**src/rtl/array_feeder_pkg.sv**
```systemverilog
// Shared definitions for the systolic array feeder: data width,
// default array geometry and the feeder FSM state encoding.
package accel_pkg;

    localparam int DATA_W   = 8;
    localparam int DEF_ROWS = 4;
    localparam int DEF_COLS = 4;

    typedef enum logic [2:0] {
        ST_IDLE,
        ST_WFILL,
        ST_LOAD,
        ST_STREAM,
        ST_DRAIN
    } state_t;

endpackage

```
**src/rtl/array_feeder_if.sv**
```systemverilog
// Feeder bus: weight and activation streams in, north lanes out.
// master = producer/observer side, slave = array_feeder side.
interface array_feeder_if
    import accel_pkg::*;
#(
    parameter int COLS = DEF_COLS
);
    logic                     wt_valid;
    logic [COLS*DATA_W-1:0]   wt_data;
    logic                     wt_ready;
    logic                     act_valid;
    logic [COLS*DATA_W-1:0]   act_data;
    logic                     act_last;
    logic                     act_ready;
    logic                     load_weight;
    logic [COLS*DATA_W-1:0]   north_data;
    logic [COLS-1:0]          north_vld;
    logic                     busy;

    modport master (
        output wt_valid, wt_data, act_valid, act_data, act_last,
        input  wt_ready, act_ready, load_weight,
        input  north_data, north_vld, busy
    );

    modport slave (
        input  wt_valid, wt_data, act_valid, act_data, act_last,
        output wt_ready, act_ready, load_weight,
        output north_data, north_vld, busy
    );
endinterface

```
**src/rtl/array_feeder_skew_line.sv**
```systemverilog
// DEPTH-stage shift register carrying {vld, data} for one column.
// Ports: clk, rst (async high), i_d in, o_d out (DEPTH cycles later).
module skew_line
    import accel_pkg::*;
#(
    parameter int DEPTH = 1
) (
    input  logic              clk,
    input  logic              rst,
    input  logic [DATA_W:0]   i_d,
    output logic [DATA_W:0]   o_d
);
    generate
        if (DEPTH == 0) begin : g_pass
            logic w_unused;
            assign w_unused = clk ^ rst;
            assign o_d = i_d;
        end else begin : g_shift
            logic [DATA_W:0] r_sh [DEPTH];
            always_ff @(posedge clk or posedge rst) begin
                if (rst) begin
                    for (int i = 0; i < DEPTH; i++)
                        r_sh[i] <= '0;
                end else begin
                    r_sh[0] <= i_d;
                    for (int i = 1; i < DEPTH; i++)
                        r_sh[i] <= r_sh[i-1];
                end
            end
            assign o_d = r_sh[DEPTH-1];
        end
    endgenerate
endmodule

```
**src/rtl/array_feeder.sv**
```systemverilog
// Feeds a weight-stationary array: buffers ROWS weight rows, loads them
// unskewed, then streams activations through per-column skew lines.
// Ports: clk, rst (async high), bus (array_feeder_if.slave).
module array_feeder
    import accel_pkg::*;
#(
    parameter int ROWS = DEF_ROWS,
    parameter int COLS = DEF_COLS
) (
    input  logic           clk,
    input  logic           rst,
    array_feeder_if.slave  bus
);
    localparam int MAXRC = (ROWS > COLS) ? ROWS : COLS;
    localparam int CNT_W = (MAXRC > 1) ? $clog2(MAXRC) : 1;
    localparam int IDX_W = (ROWS > 1) ? $clog2(ROWS) : 1;
    localparam int VW    = COLS * DATA_W;

    state_t              r_state;
    state_t              w_nstate;
    logic [CNT_W-1:0]    r_cnt;
    logic [CNT_W-1:0]    w_cnt_inc;
    logic                w_cnt_en;
    logic [VW-1:0]       r_buf [ROWS];
    logic [VW-1:0]       r_com;
    logic                r_cvld;
    logic [VW-1:0]       w_first;
    logic [IDX_W-1:0]    w_idx;
    logic [IDX_W-1:0]    w_nidx;
    logic                w_row_last;
    logic                w_col_last;
    logic                w_wt_ready;
    logic                w_act_ready;
    logic                w_load;
    logic                w_busy;
    logic                w_wt_hs;
    logic                w_act_hs;
    logic [DATA_W:0]     w_sk [COLS];

    assign w_cnt_inc  = r_cnt + CNT_W'(1);
    assign w_idx      = r_cnt[IDX_W-1:0];
    assign w_nidx     = w_cnt_inc[IDX_W-1:0];
    assign w_row_last = (r_cnt == CNT_W'(ROWS - 1));
    assign w_col_last = (r_cnt == CNT_W'(COLS - 1));
    assign w_wt_hs    = bus.wt_valid & w_wt_ready;
    assign w_act_hs   = bus.act_valid & w_act_ready;
    // Row 0 is already buffered when the last beat lands, unless ROWS==1.
    assign w_first    = (ROWS == 1) ? bus.wt_data : r_buf[0];

    always_ff @(posedge clk or posedge rst) begin
        if (rst) begin
            r_state <= ST_IDLE;
            r_cnt   <= '0;
        end else begin
            r_state <= w_nstate;
            if (w_nstate != r_state)
                r_cnt <= '0;
            else if (w_cnt_en)
                r_cnt <= w_cnt_inc;
        end
    end

    always_comb begin
        w_nstate    = r_state;
        w_cnt_en    = 1'b0;
        w_wt_ready  = 1'b0;
        w_act_ready = 1'b0;
        w_load      = 1'b0;
        w_busy      = 1'b1;
        unique case (r_state)
            ST_IDLE: begin
                w_busy   = 1'b0;
                w_nstate = ST_WFILL;
            end
            ST_WFILL: begin
                w_wt_ready = 1'b1;
                if (bus.wt_valid) begin
                    w_cnt_en = 1'b1;
                    if (w_row_last)
                        w_nstate = ST_LOAD;
                end
            end
            ST_LOAD: begin
                w_load   = 1'b1;
                w_cnt_en = 1'b1;
                if (w_row_last)
                    w_nstate = ST_STREAM;
            end
            ST_STREAM: begin
                w_act_ready = 1'b1;
                if (bus.act_valid && bus.act_last)
                    w_nstate = ST_DRAIN;
            end
            ST_DRAIN: begin
                w_cnt_en = 1'b1;
                if (w_col_last)
                    w_nstate = ST_IDLE;
            end
            default: w_nstate = ST_IDLE;
        endcase
    end

    // r_com is the common output register; it holds the next weight row
    // during LOAD and the accepted activation (or a bubble) otherwise.
    always_ff @(posedge clk or posedge rst) begin
        if (rst) begin
            for (int i = 0; i < ROWS; i++)
                r_buf[i] <= '0;
            r_com  <= '0;
            r_cvld <= 1'b0;
        end else begin
            r_com  <= '0;
            r_cvld <= 1'b0;
            unique case (r_state)
                ST_WFILL: begin
                    if (w_wt_hs) begin
                        r_buf[w_idx] <= bus.wt_data;
                        if (w_row_last)
                            r_com <= w_first;
                    end
                end
                ST_LOAD: begin
                    if (!w_row_last)
                        r_com <= r_buf[w_nidx];
                end
                ST_STREAM: begin
                    if (w_act_hs) begin
                        r_com  <= bus.act_data;
                        r_cvld <= 1'b1;
                    end
                end
                default: ;
            endcase
        end
    end

    // Weights never enter the skew lines: lanes are zeroed unless tagged.
    genvar c;
    generate
        for (c = 0; c < COLS; c++) begin : g_col
            logic [DATA_W-1:0] w_lane;
            assign w_lane = r_cvld ? r_com[c*DATA_W +: DATA_W] : '0;
            skew_line #(
                .DEPTH (c)
            ) u_skew (
                .clk (clk),
                .rst (rst),
                .i_d ({r_cvld, w_lane}),
                .o_d (w_sk[c])
            );
            assign bus.north_data[c*DATA_W +: DATA_W] =
                w_load ? r_com[c*DATA_W +: DATA_W]
                       : w_sk[c][DATA_W-1:0];
            assign bus.north_vld[c] = w_sk[c][DATA_W];
        end
    endgenerate

    assign bus.wt_ready    = w_wt_ready;
    assign bus.act_ready   = w_act_ready;
    assign bus.load_weight = w_load;
    assign bus.busy        = w_busy;
endmodule

```
**src/flat_wrapper.sv**
```systemverilog
// flat-port wrapper written by rule: the top's interface ports become plain ports
module array_feeder_flat import accel_pkg::*;
#(
    parameter int ROWS = DEF_ROWS,
    parameter int COLS = DEF_COLS
)
  (clk, rst, bus_wt_valid, bus_wt_data, bus_act_valid, bus_act_data, bus_act_last, bus_wt_ready, bus_act_ready, bus_load_weight, bus_north_data, bus_north_vld, bus_busy);
  array_feeder_if #(.COLS(COLS)) bus_i ();
  input  logic clk;
  input  logic rst;
  input wire logic [$bits(bus_i.wt_valid)-1:0] bus_wt_valid;
  input wire logic [$bits(bus_i.wt_data)-1:0] bus_wt_data;
  input wire logic [$bits(bus_i.act_valid)-1:0] bus_act_valid;
  input wire logic [$bits(bus_i.act_data)-1:0] bus_act_data;
  input wire logic [$bits(bus_i.act_last)-1:0] bus_act_last;
  output wire logic [$bits(bus_i.wt_ready)-1:0] bus_wt_ready;
  output wire logic [$bits(bus_i.act_ready)-1:0] bus_act_ready;
  output wire logic [$bits(bus_i.load_weight)-1:0] bus_load_weight;
  output wire logic [$bits(bus_i.north_data)-1:0] bus_north_data;
  output wire logic [$bits(bus_i.north_vld)-1:0] bus_north_vld;
  output wire logic [$bits(bus_i.busy)-1:0] bus_busy;
  assign bus_i.wt_valid = bus_wt_valid;
  assign bus_i.wt_data = bus_wt_data;
  assign bus_i.act_valid = bus_act_valid;
  assign bus_i.act_data = bus_act_data;
  assign bus_i.act_last = bus_act_last;
  assign bus_wt_ready = bus_i.wt_ready;
  assign bus_act_ready = bus_i.act_ready;
  assign bus_load_weight = bus_i.load_weight;
  assign bus_north_data = bus_i.north_data;
  assign bus_north_vld = bus_i.north_vld;
  assign bus_busy = bus_i.busy;
  array_feeder #(.ROWS(ROWS), .COLS(COLS)) u_core (.clk(clk), .rst(rst), .bus(bus_i));
endmodule
```
**config.mk**
```make
export PLATFORM = sky130hd
export DESIGN_NAME = array_feeder_flat
export DESIGN_NICKNAME = d
export VERILOG_FILES = /design/src/rtl/array_feeder_pkg.sv /design/src/rtl/array_feeder_if.sv /design/src/rtl/array_feeder_skew_line.sv /design/src/rtl/array_feeder.sv /design/src/flat_wrapper.sv
export SDC_FILE = /design/constraint.sdc
export NUM_CORES = 1
export LEC_CHECK = 0
export CAP_MARGIN = 20
export CORE_ASPECT_RATIO = 2
export CORE_MARGIN = 2
export CORE_UTILIZATION = 43
export DETAILED_ROUTE_END_ITERATION = 10
export DONT_BUFFER_PORTS = 1
export GPL_TIMING_DRIVEN = 0
export PLACE_DENSITY = 0.6
export SLEW_MARGIN = 10
export SYNTH_ARGS = -nofsm -noshare
export SYNTH_HDL_FRONTEND = slang
export SYNTH_SLANG_ARGS = --single-unit
```
**constraint.sdc**
```tcl
create_clock -name clk -period 10.25 [get_ports clk]
set_clock_uncertainty 0.05 [all_clocks]
set_input_delay 2.05 -clock clk [delete_from_list [all_inputs] [get_ports clk]]
set_output_delay 2.05 -clock clk [all_outputs]
set_load 0.005 [all_outputs]
```
# Word level (Yosys, flattened, before mapping)
# Index checks and enable logic that the tools add are counted.
totals:
  register_bits: 220
  inputBits: 69
  out_inout_bits: 40
  wordCells: 69
classes:
  add_sub_neg: 1
  order_cmp: 3
  n_eq_ne: 6
  mux: 35
  bitwise: 4
  n_reduce_logical: 6
op_table:
  columns: ["operator", "n"]
  rows:
  - ["32-bit two-way mux", 7]
  - ["128-bit bitwise mux", 1]
  - ["32-bit case mux with 3 select lines", 1]
  - ["32-bit binary-select mux with 2-bit select", 1]
  - ["32-bit demux with 2-bit select", 1]
  - ["8-bit two-way mux", 8]
  - ["3-bit two-way mux", 5]
  - ["3-bit case mux with 5 select lines", 1]
  - ["1-bit two-way mux", 7]
  - ["3-bit by 2-bit equality test with 1-bit output (second input constant)", 2]
  - ["3-bit greater-or-equal comparator (second input constant)", 2]
  - ["2-bit NOT with 3-bit output", 2]
  - ["2-bit two-way mux", 2]
  - ["3-bit by 1-bit equality test with 1-bit output (second input constant)", 1]
  - ["3-bit equality test (second input constant)", 1]
  - ["3-bit zero test", 1]
  - ["3-bit by 1-bit less-than comparator with 1-bit output (second input constant)", 1]
  - ["3-bit != test", 1]
  - ["2-bit by 1-bit adder with 2-bit output (second input constant)", 1]
  - ["1-bit bitwise AND", 2]
  - ["2-bit equality test (second input constant)", 1]
  - ["1-bit logical AND", 2]
  - ["1-bit case mux with 2 select lines", 1]
  - ["2-bit AND reduction", 1]
  - ["other kinds (2)", 2]

# Depth between registers and ports, before layout
depth:
  depth_word: 7
  ltp_mapped: 11

# Hierarchy
# From an unflattened synthesis, not the netlist that was laid out.
hier_totals:
  cells_unflattened: 697
  area_unflattened_um2: 9485.3
by_module_without_submodules:
  columns: ["module", "n_inst", "cells_per_inst", "area_per_inst_um2", "seq_area_each_um2"]
  rows:
  - ["array_feeder", 1, 613, 7920.1, 4154.0]
  - ["skew_line at u_core.g_col[3].u_skew", 1, 37, 747.0, 675.6]
  - ["skew_line at u_core.g_col[2].u_skew", 1, 28, 521.8, 450.4]
  - ["skew_line at u_core.g_col[1].u_skew", 1, 10, 229.0, 225.2]
  - ["skew_line at u_core.g_col[0].u_skew", 1, 9, 67.6, 0.0]

# Worst setup path after synthesis
# No wires, ideal clock.
synth_path:
  path_kind: "register to output"
  from: "register u_core.r_state[0]"
  to: "output bus_north_data[10]"
  arrival_ps: 1499
  path_slack_ps: 6651
  path_stages_with_launch: 6
  n_path_buf: 3
  cell_sequence: "dfrtp_1 -> buf_2 -> nor3b_1 -> buf_2 -> buf_2 -> mux2_2"
synth_between:
  elab_chain_cells: 3
synth_rtl:
  columns: ["item", "line_no", "rtl"]
  rows:
  - ["start, declared", "array_feeder.sv:19", "state_t r_state;"]
  - ["start signal, assigned", "array_feeder.sv:55", "r_state <= w_nstate;"]
  - ["3-bit by 2-bit equality test with 1-bit output", "array_feeder.sv:70", "unique case (r_state)"]
  - ["1-bit two-way mux", "array_feeder.sv:70", null]
  - ["net bus_load_weight", "flat_wrapper.sv:18", "output wire logic [$bits(bus_i.load_weight)-1:0] bus_load_weight;"]
  - ["8-bit two-way mux", "array_feeder.sv:152", "w_load ? r_com[c*DATA_W +: DATA_W]"]
  - ["end, declared", "flat_wrapper.sv:19", "output wire logic [$bits(bus_i.north_data)-1:0] bus_north_data;"]
# The timed path passes the listed nets, and every way through them passes these cells.

# Worst setup path after layout
layout_path:
  from: "register u_core.r_state[0]"
  to: "output bus_north_data[8]"
# The elaborated chain is that of the path after synthesis.

==> impl_metrics.csv <==
group,metric,value,unit
die,die_h,210.5,microns
cts,clk_transition_reported_paths,0.06,ns
timing,hold_viol_final,0,
detailed_routing,drcViolationCount,0,
cts,cts_hold_buf,0,
die,start_util,43.83,%
pwr,power.density,294.2,mW/mm^2
detailed_routing,routed_wl,22710,microns
timing,rsz0062_at_grt,"false",
placed_design,dp_slack,6.204,ns
setup_path,cp-end-kind,"output port",
cts,postCtsSetupRepairBufs,0,
setup_path,cp.required,8.15,ns
timing,worstMarginPinSlew,0.8185,ns
finish,area_growth,11.36,%
cts,cts_max_level,1,
global_route,track_usage,20.97,%
yosys,synth_seq_cells,217,
cts,cts_sinks,217,
cts,cts_resized,0,
yosys,yosysSeqAreaShare,59.21,%
die,num_rows,75,
yosys,synth_edf_count,0,
die,die_w,107.3,microns
detailed_routing,dr.pass1.iters,9,
pwr,p_leak,0.004982,uW
yosys,ys_types,34,
yosys,synth_top_cell_by_area,"dfrtp_1",
die,die_area,0.02258,sq mm
timing,finalSetupViolations,0,
global_route,grt_busiest_layer,"met2",
die,ios,109,
cts,cts-root-buf,"clkbuf_16",
yosys,yosys_warnings,0,
detailed_routing,routedWlPerCell,23.81,microns
yosys,synth.cell_area,0.009171,sq mm
setup_path,cp_cell_sequence,"buf_2, nor3b_1, buf_2, buf_2, mux2_2",
global_route,gr-usage-met3,4.855,%
timing,slew_violations,0,
global_route,grt_max_degree,128,
yosys,ys_top_cells_by_area,"dfrtp_1, mux2_2, mux4_2",
pwr,vdd_ir_drop_max,0.1858,mV
finish,multiInputGateArea,0.003277,sq mm
global_route,use_met2,38.37,%
placed_design,port_buffers,0,
placed_design,placedCellCount,918,
finish,mostFrequentLayoutCells,"dfrtp_1, mux2_2, nand2_1",
yosys,synth_area_per_cell,14.15,sq um
detailed_routing,dr_total_vias,5389,
setup_path,critPathTopFamily,"buffers and inverters",
finish,final_area,0.01021,sq mm
global_route,grt_pass1_vias,6104,
finish,seqCellArea,0.005430,sq mm
setup_path,crit_path_max_incr_delay,0.41,ns
setup_path,path_buf_inv,3,
finish,final_nets,744,
setup_path,arrival,2.43,ns
cts,tritoncts,"built",
timing,setup_ws,5.722,ns
finish,final_common_cell,"dfrtp_1",
detailed_routing,viasPerCell,5.649,
finish,fillers,1794,
setup_path,critPathKind,"flip-flop to output port",
global_route,grt_pass1_wl,35500,microns
timing,timing.fmax,0.2208,GHz
timing,slew_headroom,45.43,%
timing,tns,0,ns
finish,final_cells,954,
yosys,syn-num-nets,721,
global_route,gr-usage-met1,22.79,%
timing,fin_crit_sh,44.18,%
min_path,min_path_type,"flip-flop to flip-flop",
yosys,synth_flop_cell,"dfrtp_1",
setup_path,critPathMaxFanout,10,
placed_design,place.gp.congestion,0.8013,
setup_path,crit_path_start_kind,"flip-flop",
placed_design,post_dp_cell_area,0.009543,sq mm
timing,layout_min_cycle_time,4.528,ns
status,status,"completed",
detailed_routing,final_antenna_net_count,0,
detailed_routing,drt_iter0_drc,362,
finish,layout-drive-gt1-share,30.99,%
cts,cts_made_buffers,20,
global_route,antenna_found_initial,1,
die,core_area,0.02093,sq mm
global_route,overflow,0,
flow_run,cap_viol_max_count,0,
setup_path,crit_top_cell,"buf_2",
cts,clockBufferDepth,3,
cts,clk_latency,0.50,ns
yosys,syn-instance-count,648,
yosys,synth_top_area_share,59.21,%
yosys,async_flop_share,100.0,%
setup_path,crit_path_top_delay_cell,"buf_2",
placed_design,dp_hpwl,16040,microns
-- power breakdown --
group	internal [uW]	switching [uW]
clock network	443	315
logic	519	419
registers	1140	166
-- synth_stat cells (all sizes together), types with 2 or more instances --
| library cell | instances |
|---|---|
| inv | 36 |
| nor2b | 10 |
| a222oi | 32 |
| mux2 | 120 |
| nor2 | 4 |
| buf | 39 |
| clkbuf | 7 |
| nand2 | 102 |
| and2 | 25 |
| nor3b | 4 |
| nand3 | 2 |
| dfrtp | 217 |
| mux4 | 32 |
| ha | 4 |
-- registers in the layout (all words and copies together), names as in the netlist --
| register | flops |
|---|---|
| u_core.r_buf | 96 |
| u_core.r_cvld | 1 |
| u_core.r_cnt | 2 |
| u_core.r_state | 3 |
| u_core.w_first | 32 |
| u_core.r_com | 32 |
| u_core.g_col.u_skew.g_shift.r_sh | 24 |
| u_core.g_col.u_skew.o_d | 27 |
-- cells by family after synthesis --
family	Yosys count	synth area share, %
AND/OR/NAND/NOR	151	7.913
AO/OA/AOI/OAI	41	4.216
adder cells (fa/ha/maj)	4	0.5457
buffers and inverters	82	5.061
flip-flops	217	59.21
multiplexers	152	22.96
XOR/XNOR	1	0.09552
-- worst paths after layout --
| kind | start | end | slack [ns] | cells after the start |
|---|---|---|---|---|
| max | u_core.r_state[0]$_DFF_PP0_ | bus_north_data[8] | 5.72 | 5 |
| min in group asynchronous | rst | u_core.g_col[3].u_skew.o_d[8]$_DFF_PP0_ | 1.42 | 1 |
| min | u_core.g_col[2].u_skew.g_shift.r_sh[13]$_DFF_PP0_ | u_core.g_col[2].u_skew.o_d[4]$_DFF_PP0_ | 0.30 | 0 |
| min reg2reg | u_core.g_col[2].u_skew.g_shift.r_sh[13]$_DFF_PP0_ | u_core.g_col[2].u_skew.o_d[4]$_DFF_PP0_ | 0.30 | 0 |
| max in group asynchronous | rst | u_core.g_col[2].u_skew.o_d[2]$_DFF_PP0_ | 7.65 | 2 |
| max reg2reg | u_core.r_cnt[0]$_DFFE_PP0P_ | u_core.r_com[18]$_DFF_PP0_ | 7.06 | 11 |
-- per-stage QoR --
stage	util (%)	total power, uW	hold WS (ns)
2_1_floorplan	-	2013	0.2812
3_3_place_gp	45.43	2199	0.2826
3_5_place_dp	45.60	2271	0.2847
4_1_cts	48.80	3038	0.2990
5_1_grt	48.81	3164	0.3062
6_report	48.81	3005	0.2962
-- area by class of cell --
| class | count | area share, % |
|---|---|---|
| clock buffers | 31 | 6.101 |
| inverters | 36 | 1.397 |
| repair buffers | 1 | 0.2695 |
| well taps | 269 | 3.295 |
| clock inverters | 4 | 0.4410 |
| flip-flops and latches | 217 | 53.17 |
| multi-input cells | 349 | 32.08 |
| plain buffers | 46 | 3.222 |
| diodes | 1 | 0.02450 |
-- per-layer routing --
metal | wire [microns] | vias to the layer above | part of all wire [%]
met5 | 0 | - | 0
met4 | 779 | 0 | 3.4
met3 | 1630 | 45 | 7.2
met2 | 12430 | 191 | 55
met1 | 7868 | 2817 | 35
li1 | - | 2336 | -
-- worst reg2reg max path, delay by kind of cell, from the launching register on --
| kind | cells | cell delay, ns |
|---|---|---|
| multiplexers | 1 | 0.37 |
| adder cells (fa/ha/maj) | 1 | 0.31 |
| buffers and inverters | 8 | 1.61 |
| flip-flops | 1 | 0.39 |
| AO/OA/AOI/OAI | 1 | 0.34 |
Note: power is estimated with default switching activity, not from simulation.
